===== config.mk =====
export PLATFORM = sky130hd
export DESIGN_NAME = sum_n_sched
export DESIGN_NICKNAME = d
export VERILOG_FILES = /design/src/rtl/sum_n_sched.sv
export SDC_FILE = /design/constraint.sdc
export NUM_CORES = 1
export LEC_CHECK = 0
export BUFFER_PORTS_ARGS = -buffer_cell sky130_fd_sc_hd__buf_2
export CORE_ASPECT_RATIO = 0.7
export CORE_UTILIZATION = 56
export CTS_BUF_LIST = sky130_fd_sc_hd__clkbuf_2 sky130_fd_sc_hd__clkbuf_4 sky130_fd_sc_hd__clkbuf_8
export CTS_CLUSTER_DIAMETER = 30
export DETAILED_ROUTE_END_ITERATION = 16
export PLACE_DENSITY_LB_ADDON = 0.25
export SYNTH_ARGS = -nofsm -noshare
export SYNTH_HDL_FRONTEND = slang
export SYNTH_SLANG_ARGS = --single-unit

===== constraint.sdc =====
create_clock -name clk -period 1.9 [get_ports clk]
set_input_delay 0.19 -clock clk [delete_from_list [all_inputs] [get_ports clk]]
set_output_delay 0.19 -clock clk [all_outputs]
set_load 0.01 [all_outputs]

===== src/rtl/sum_n_sched.sv =====
// ---------------------------------------------------------------------------
// sum_n_sched
//   Sequential sum-of-first-N engine shared between two requesters.
//   A granted job computes S = 1 + 2 + ... + N, one addition per clock, on a
//   single accumulator. Simultaneous requests are served round-robin.
//
// Ports
//   clk       rising-edge clock
//   rst_n     synchronous active-low reset
//   req0/n0   requester 0 request (held until ack0) and operand
//   req1/n1   requester 1 request (held until ack1) and operand
//   busy      high while accumulating
//   done      one-cycle pulse, sum valid
//   grant_id  id of the current / most recently granted requester
//   sum       result, updated with done and held until the next done
//   ack0/ack1 one-cycle pulse coincident with done for the granted requester
//
// State table
//   state | meaning
//   IDLE  | waiting for a request; grants and captures the operand
//   ACC   | adds cnt into acc and counts cnt down to zero
//   DONE  | result presented (done/ack high this cycle), back to IDLE
//
// All outputs are registers. Their next values are formed in the same
// combinational block as the next state, so busy/done/ack line up exactly
// with the state they describe without any input-to-output path.
// ---------------------------------------------------------------------------
module sum_n_sched #(
    parameter int NW = 4,
    parameter int SW = 7
) (
    input  logic          clk,
    input  logic          rst_n,
    input  logic          req0,
    input  logic [NW-1:0] n0,
    input  logic          req1,
    input  logic [NW-1:0] n1,
    output logic          busy,
    output logic          done,
    output logic          grant_id,
    output logic [SW-1:0] sum,
    output logic          ack0,
    output logic          ack1
);

    typedef enum logic [1:0] {
        IDLE = 2'd0,
        ACC  = 2'd1,
        DONE = 2'd2
    } state_t;

    state_t        state, state_nx;
    logic [NW-1:0] cnt, cnt_nx;
    logic [SW-1:0] acc, acc_nx;
    logic          last_gnt, last_gnt_nx;
    logic          grant_id_nx;
    logic [SW-1:0] sum_nx;
    logic          busy_nx;
    logic          done_nx;
    logic          ack0_nx;
    logic          ack1_nx;
    logic          pick;

    // On a tie the requester that was not granted last time wins; a lone
    // request always wins. last_gnt resets to 1 so req0 wins the first tie.
    assign pick = (req0 && req1) ? ~last_gnt : req1;

    always_ff @(posedge clk) begin
        if (!rst_n) begin
            state    <= IDLE;
            cnt      <= '0;
            acc      <= '0;
            last_gnt <= 1'b1;
            grant_id <= 1'b0;
            sum      <= '0;
            busy     <= 1'b0;
            done     <= 1'b0;
            ack0     <= 1'b0;
            ack1     <= 1'b0;
        end else begin
            state    <= state_nx;
            cnt      <= cnt_nx;
            acc      <= acc_nx;
            last_gnt <= last_gnt_nx;
            grant_id <= grant_id_nx;
            sum      <= sum_nx;
            busy     <= busy_nx;
            done     <= done_nx;
            ack0     <= ack0_nx;
            ack1     <= ack1_nx;
        end
    end

    always_comb begin
        state_nx    = state;
        cnt_nx      = cnt;
        acc_nx      = acc;
        last_gnt_nx = last_gnt;
        grant_id_nx = grant_id;
        sum_nx      = sum;
        busy_nx     = 1'b0;
        done_nx     = 1'b0;
        ack0_nx     = 1'b0;
        ack1_nx     = 1'b0;

        unique case (state)
            IDLE: begin
                if (req0 || req1) begin
                    grant_id_nx = pick;
                    last_gnt_nx = pick;
                    cnt_nx      = pick ? n1 : n0;
                    acc_nx      = '0;
                    busy_nx     = 1'b1;
                    state_nx    = ACC;
                end
            end
            ACC: begin
                if (cnt == '0) begin
                    // Result registers load on the same edge that raises done,
                    // so sum is stable for the whole done cycle.
                    sum_nx   = acc;
                    done_nx  = 1'b1;
                    ack0_nx  = ~grant_id;
                    ack1_nx  = grant_id;
                    state_nx = DONE;
                end else begin
                    // SW >= 2*NW-1 guarantees the running sum never wraps.
                    acc_nx  = acc + SW'(cnt);
                    cnt_nx  = cnt - NW'(1);
                    busy_nx = 1'b1;
                end
            end
            DONE: begin
                state_nx = IDLE;
            end
            default: begin
                state_nx = IDLE;
            end
        endcase
    end

endmodule

==> results of run 1 <==
==> registers in the layout, summed over array words and instances, names as in the netlist <==
name	cells
state	2
last_gnt	1
grant_id	1
cnt	4
acc	7
sum	7
ack0	1
done	1
ack1	1
busy	1
==> per-layer routing <==
metal	vias to the layer above	part of all wire (%)	track usage (%)	routed length (um)
li1	527	-	-	-
met1	494	47	32.9	1220
met2	45	44	35.5	1140
met3	4	7.5	8.41	193
met4	0	0.97	8.57	25
met5	-	0	0	0
==> logic make-up (layout without fill, tap and decap cells) <==
group	Yosys count	after routing	share of synthesized area (%)
AOI/OAI and AO/OA	33	33	18.7
DFF	26	26	41.0
buffers and inverters	11	35	5.03
and+or+nand+nor	43	43	17.8
xor gates and xnor gates	2	2	1.38
muxes	12	12	9.57
adders and majority gates	6	6	6.51
==> where the power goes <==
| group | leakage (nW) | switching, mW | total [mW] | internal [mW] |
|---|---|---|---|---|
| registers | 0.212 | 0.0494 | 0.646 | 0.597 |
| clock network | 0.0279 | 0.175 | 0.388 | 0.214 |
| logic | 0.418 | 0.267 | 0.462 | 0.195 |
==> critical path: cells and delay by family (launching register included) <==
family          cells  cell delay (ns)
compound gates      1             0.16
fa+ha+maj           1             0.18
buf+inv             2             0.29
flops               1             0.38
simple gates        3             0.75
==> through the flow <==
stage | util, % | power [mW] | cell area, um2 | std cells | setup slack (ns)
floorplan | - | 1.01 | 1270 | 133 | 0.216
global placement | 65.6 | 1.09 | 1400 | 185 | 0.169
detailed placement | 65.6 | 1.10 | 1400 | 185 | 0.108
CTS | 68.0 | 1.48 | 1450 | 189 | 0.0692
global route | 68.2 | 1.57 | 1460 | 189 | 0.00581
finish | 68.2 | 1.50 | 1460 | 189 | 0.0837
==> cells in the mapped netlist <==
library cell,n,area (um2)
fa_1,1,20.0
a211o_2,1,10.0
buf_4,2,15.0
nor4_1,1,6.26
a32o_1,1,10.0
nor2b_1,1,6.26
o311ai_0,1,8.76
nor2_8,1,20.0
nor3_1,3,15.0
o21ai_0,5,25.0
nand4_1,2,12.5
inv_1,4,15.0
xor2_1,2,17.5
clkinv_1,1,3.75
or2_2,1,6.26
o21ai_1,1,5.00
o31ai_1,1,7.51
a211o_1,1,8.76
nand2b_1,3,18.8
o41ai_1,1,8.76
or3b_1,1,8.76
a21boi_2,1,11.3
ha_1,5,62.6
nor2_1,12,45.0
mux2i_1,11,110
and3_1,2,12.5
a21oi_1,10,50.1
mux2_2,1,11.3
buf_6,2,22.5
o22ai_1,2,12.5
nand2_1,6,22.5
o211ai_1,1,7.51
clkbuf_1,2,7.51
o21a_1,4,30.0
dfxtp_1,26,521
a21o_1,1,7.51
nand3_1,9,45.0
o2bb2ai_4,1,27.5
a22oi_1,1,7.51
and2_1,1,6.26
==> area by class of cell <==
cell class | instances | area [um2]
fillers | 188 | 679
repair buffers | 26 | 138
clock inverters | 1 | 30.0
flip-flops and latches | 26 | 522
inverters | 5 | 18.8
well taps | 32 | 40.0
clock buffers | 3 | 22.5
multi-input cells | 96 | 687
==> worst paths after layout <==
kind	start	endpoint	slack (ns)	cells after the start
max	cnt[1]	acc[2]	0.08	7
min	rst_n	last_gnt	0.11	2
max reg2reg	cnt[1]	acc[2]	0.08	7
min reg2reg	grant_id	ack0	0.49	1
==> what timing repair did <==
item,CTS,global route
resized for setup,0,2
hold buffers,0,0
setup endpoints to repair,0,9
==> metrics.txt, run 1 <==
status finished, final reports clean; post-DP HPWL 1950 um; share of the yosys chip area belonging to registers 41.0%; share of cells above drive strength 1 24.2%; Seq cells post-synth 26; DR iter-0 viols 36; Cell variety after synth 40; synthesized area 0.00127 mm2; vias in the first global route 958; row cnt 14; Vert. Die Dim 41.8 um; Synth Net Count 151; first-pass GRT wire length 4300 um; via count 1070; Die ar. 0.00246 mm2; # setup viols final 0; worst-skew pair later-pin latency 0.34 ns; Max Fanout on Critical Path 8; Slowest-stage cell, CP or3b_4; CP max stage delay 0.42 ns; yosys warns 0; MaxCap Viol Count 0; Tcrit/Tclk final 95.6%; Post-CTS Repair Setup Buffers 0; Layout area overhead 14.9%; WS Path Type register to register; Syn Inst Count 133; worst slew pin tran 0.676 ns; crit end category register; P_leak 0.658 nW; Hold Slack 0.114 ns; # H-tree levels 1; drt wl/cell 13.7 um; HP Class primary input to register; die span in x 58.9 um; Peak VDD IR 0.685 mV; critical path required time 2.17 ns; CTS tree built; CP startpoint kind register; Final min period 1.82 ns; Arr. time, crit path 2.08 ns; # DRC 0; clock transition at the registers of the reported paths 0.15 ns; Fin Clk Skew 0.00822 ns; final hold violation count 0; worst-path cell chain inv_1 -> ha_1 -> or3b_4 -> nand2_1 -> buf_4 -> nand3_1 -> a21oi_1; CTS buffer count 3; most common cell after layout, fill and taps aside dfxtp_1; number of inserted diodes 0; Congestion Overflow GR 0; largest net degree at the start of global routing 18; Clock Tree Buf Depth 2; CTS Sinks 26; I/O Buffers 23; Initial Utilization 59.4%; Antenna Nets Post-Route 0; count of pins over their slew limit 0; unrepaired setup endpoints after global routing no; Total GRT Usage 24.2%; max_slew headroom 54.6%; clk root buf clkbuf_4; core footprint 0.00214 mm2; gpl congestion 0.912; initial antenna violation count 0; setup_tns 0 ns; DRT Pass-1 Iters 4; fin nets 176; PwrDens 1030 mW/mm2; Avg Inst Size Synth 9.54 um2; commonest non-fill, non-tap cells in the layout dfxtp_1 (25), buf_2 (23), nor2_1 (12); drt total wl 2580 um; DR vias/cell 5.66; fmax 551 MHz; io pins 24
Power figures use the tool's default switching activity.
==> run 2, diff against run 1 <==
Settings changed: BUFFER_PORTS_ARGS -buffer_cell sky130_fd_sc_hd__buf_2 to -buffer_cell sky130_fd_sc_hd__clkbuf_2, CELL_PAD_IN_SITES_DETAIL_PLACEMENT set to 2, CELL_PAD_IN_SITES_GLOBAL_PLACEMENT set to 2, CORE_UTILIZATION 56 to 35.
==> metrics.txt, run 2 (synthesized netlist as in run 1, its figures left out) <==
status finished, final reports clean; drt wl/cell 18.9 um; die span in x 74.0 um; most common cell after layout, fill and taps aside dfxtp_1; PwrDens 1080 mW/mm2; Peak VDD IR 0.419 mV; share of cells above drive strength 1 28.3%; initial antenna violation count 0; final hold violation count 0; setup_tns 0 ns; DR vias/cell 5.38; HP Class primary input to register; biggest regs acc x7, sum x7, cnt x4; # setup viols final 0; count of pins over their slew limit 0; total power 1.66 mW; cell family with most CP delay simple AND/OR/NAND/NOR gates; Vert. Die Dim 52.4 um; Antenna Nets Post-Route 0; Arr. time, crit path 1.98 ns; vias in the first global route 1183; critical path required time 2.07 ns; row cnt 17; CP max stage delay 0.42 ns; gpl congestion 0.839; worst slew pin tran 0.707 ns; worst-skew pair later-pin latency 0.28 ns; fmax 552 MHz; MaxCap Viol Count 0; Clock Tree Buf Depth 2; CTS buffer count 3; post-DP HPWL 2860 um; fin nets 178; pre-CTS WS 0.0354 ns; Fin Clk Skew 0.00657 ns; clock transition at the registers of the reported paths 0.10 ns; Slowest-stage cell, CP or3b_4; Total GRT Usage 23.7%; # DRC 0; Final min period 1.81 ns; CP Buf/Inv Count 2; first-pass GRT wire length 6440 um; Die ar. 0.00387 mm2; CP startpoint kind register; max_slew headroom 52.5%; DRT Pass-1 Iters 4; Max Fanout on Critical Path 7; drt total wl 3900 um; crit end category register; # H-tree levels 1; DR iter-0 viols 79; core footprint 0.00330 mm2; WS Path Type register to register; largest net degree at the start of global routing 16; number of inserted diodes 0; worst-path cell chain inv_1 -> ha_2 -> or3b_4 -> buf_6 -> nor2_8 -> mux2i_1 -> nor2_1; Congestion Overflow GR 0; Hold Slack 0.204 ns; via count 1108; I/O Buffers 23; CTS tree built; P_leak 0.670 nW; final worst slack 0.0889 ns; Tcrit/Tclk final 95.3%; CTS Sinks 26; Initial Utilization 38.5%; io pins 24; commonest non-fill, non-tap cells in the layout dfxtp_1 (24), clkbuf_2 (23), nor2_1 (12); clk root buf clkbuf_8; unrepaired setup endpoints after global routing no; Layout area overhead 20.6%; # fillers 352
## run 2: cell count changes in the layout (fill, tap and decap cells not counted), sizes merged
| cell | change |
|---|---|
| clkbuf | +23 |
| buf | -21 |
## run 2: worst paths after layout
kind         startpoint        to  slack [ns]  cells after the start
min               rst_n  last_gnt        0.20                      2
max reg2reg      cnt[0]    sum[2]        0.09                      7
max              cnt[0]    sum[2]        0.09                      7
min reg2reg    grant_id      ack0        0.50                      1
## run 2: layer usage
| layer | track usage, % | vias up | routed length, um |
|---|---|---|---|
| li1 | - | 531 | - |
| met3 | 5.38 | 7 | 103 |
| met1 | 29.9 | 550 | 1870 |
| met4 | 10.3 | 0 | 73 |
| met2 | 38.8 | 20 | 1850 |
| met5 | 0 | - | 0 |
## run 2: layout make-up
| class | instances | area, um2 | share of cell area, % |
|---|---|---|---|
| inverters | 5 | 18.8 | 1.23 |
| clock buffers | 3 | 41.3 | 2.70 |
| well taps | 47 | 58.8 | 3.84 |
| multi-input cells | 96 | 699 | 45.7 |
| clock inverters | 1 | 30.0 | 1.96 |
| flip-flops and latches | 26 | 526 | 34.3 |
| repair buffers | 28 | 156 | 10.2 |
## run 2: power breakdown
part	internal (mW)	switching, mW
clock	0.282	0.187
sequential	0.598	0.0509
combinational	0.216	0.322
## run 2: stage by stage
step | utilization, % | area (um2) | cells
2_1_floorplan | - | 1270 | 133
3_3_place_gp | 43.3 | 1430 | 201
3_5_place_dp | 43.3 | 1430 | 201
4_1_cts | 45.8 | 1510 | 205
5_1_grt | 46.4 | 1530 | 206
6_report | 46.4 | 1530 | 206
## run 2: what timing repair did
item / 4_1_cts / 5_1_grt
pin swaps: 0 / 2
resized for setup: 4 / 6
buffers inserted: 0 / 1
endpoints found under the setup margin: 4 / 9
hold buffers: 0 / 0
endpoints found under the hold margin: 0 / 0
==> run 3, diff against run 2 <==
Settings changed: PLACE_DENSITY_LB_ADDON 0.25 to 0.3.
==> metrics.txt, run 3 (synthesized netlist as in run 1, its figures left out) <==
initial antenna violation count 0; setup_tns 0 ns; clk root buf clkbuf_8; share of cells above drive strength 1 28.6%; vias in the first global route 1189; Sw Ratio 32.5%; post-DP HPWL 2830 um; NetSw 0.537 mW; Max Fanout on Critical Path 7; DRT Pass-1 Iters 4; number of inserted diodes 0; biggest regs acc x7, sum x7, cnt x4; critical path required time 2.06 ns; Post-Layout Cell Count 208; gpl congestion 0.743; Final min period 1.82 ns; Final Util 46.8%; largest net degree at the start of global routing 16; Total GRT Usage 21.2%; sequential power share 39.4%; Vert. Die Dim 52.4 um; fin nets 180; CTS buffer count 3; # setup viols final 0; Slowest-stage cell, CP or3b_4; clock power share 27.7%; Layout area overhead 21.5%; worst slew pin tran 0.767 ns; io pins 24; hold endpoint last_gnt; Arr. time, crit path 1.98 ns; Peak VDD IR 0.456 mV; status finished, final reports clean; crit end category register; hold_sp rst_n; Die ar. 0.00387 mm2; Initial Utilization 38.5%; DR iter-0 viols 28; drt total wl 3590 um; worst hold stages 2; Fin Clk Skew 0.00403 ns; row cnt 17; most common cell after layout, fill and taps aside dfxtp_1; DR vias/cell 5.28; count of pins over their slew limit 0; MaxCap Viol Count 0; P_int 1.12 mW; Logic pwr share 32.9%; Congestion Overflow GR 0; Worst R2R Start cnt[1]; # H-tree levels 1; core footprint 0.00330 mm2; commonest non-fill, non-tap cells in the layout dfxtp_1 (24), clkbuf_2 (23), nor2_1 (12); Placed Cells 202; CP max stage delay 0.42 ns; # fillers 374; total power 1.65 mW; I/O Buffers 23; first-pass GRT wire length 5930 um; # DRC 0; clock transition at the registers of the reported paths 0.09 ns; drt wl/cell 17.3 um; r2r setup slk 0.08 ns; CP startpoint kind register; P_leak 0.679 nW; Tcrit/Tclk final 95.7%; HP Class primary input to register; worst-path cell chain inv_1 -> ha_2 -> or3b_4 -> buf_6 -> nor2_8 -> mux2i_2 -> nor2_1; worst-skew pair later-pin latency 0.27 ns; max_slew headroom 48.5%; CTS tree built; Clock Tree Buf Depth 2; Critical R2R Capture sum[0]; fmax 550 MHz; WS Path Type register to register; hold_buf cts 0; final hold violation count 0; R2R cell count 7; die span in x 74.0 um; via count 1099; PwrDens 1070 mW/mm2; CTS Sinks 26; Antenna Nets Post-Route 0
==> run 3: changes by cell type in the layout (fill, tap and decap cells not counted), sizes merged <==
cell,change
buf,+2
==> run 3: timing repair <==
item	CTS	global route
gates resized for setup	0	8
hold endpoints to repair	0	0
setup endpoints to repair	0	11
buffers inserted	0	2
==> run 3: power by group through the flow <==
stage | combinational, mW | clock (mW) | sequential (mW)
after floorplan | 0.365 | 0 | 0.649
after global placement | 0.458 | 0 | 0.656
after detailed placement | 0.487 | 0 | 0.662
final | 0.544 | 0.457 | 0.651
after global routing | 0.597 | 0.492 | 0.658
after CTS | 0.490 | 0.471 | 0.649
==> run 3: worst max path at each step <==
stage                start  cells after the start     end
finish              cnt[1]                      7  sum[0]
global route        cnt[1]                      7  sum[0]
CTS                 cnt[1]                      7  sum[0]
detailed placement  cnt[1]                      7  sum[0]
global placement    cnt[0]                      7  sum[4]
floorplan           cnt[1]                      7  cnt[2]
==> run 3: metrics by stage <==
step | area [um2] | hold slack, ns | worst slack (ns)
after floorplan | 1270 | 0.385 | 0.216
after global placement | 1440 | 0.469 | 0.168
after detailed placement | 1440 | 0.488 | 0.0336
after CTS | 1510 | 0.221 | 0.0294
after global routing | 1540 | 0.262 | -0.00265
final | 1540 | 0.238 | 0.0826
==> run 3: worst max-delay path: cells and delay by family, from the launching register on <==
family,cells,cell delay (ns)
flops,1,0.36
fa+ha+maj,1,0.19
buf+inv,2,0.23
mux,1,0.25
simple gates,3,0.67
==> run 3: area by class of cell <==
class	instances	area, um2	area share [%]
sequential	26	526	34.1
clock inverter	1	30.0	1.95
timing repair buffer	30	171	11.1
tap	47	58.8	3.81
multi-input combinational	96	696	45.1
clock buffer	3	41.3	2.68
inverter	5	18.8	1.22
==> run 3: metal layers <==
metal | global-route usage, % | up-vias | routed length (um)
li1 | - | 538 | -
met1 | 27.1 | 541 | 1780
met2 | 37.3 | 20 | 1750
met3 | 4.04 | 0 | 58
met4 | 3.85 | 0 | 0
met5 | 0 | - | 0
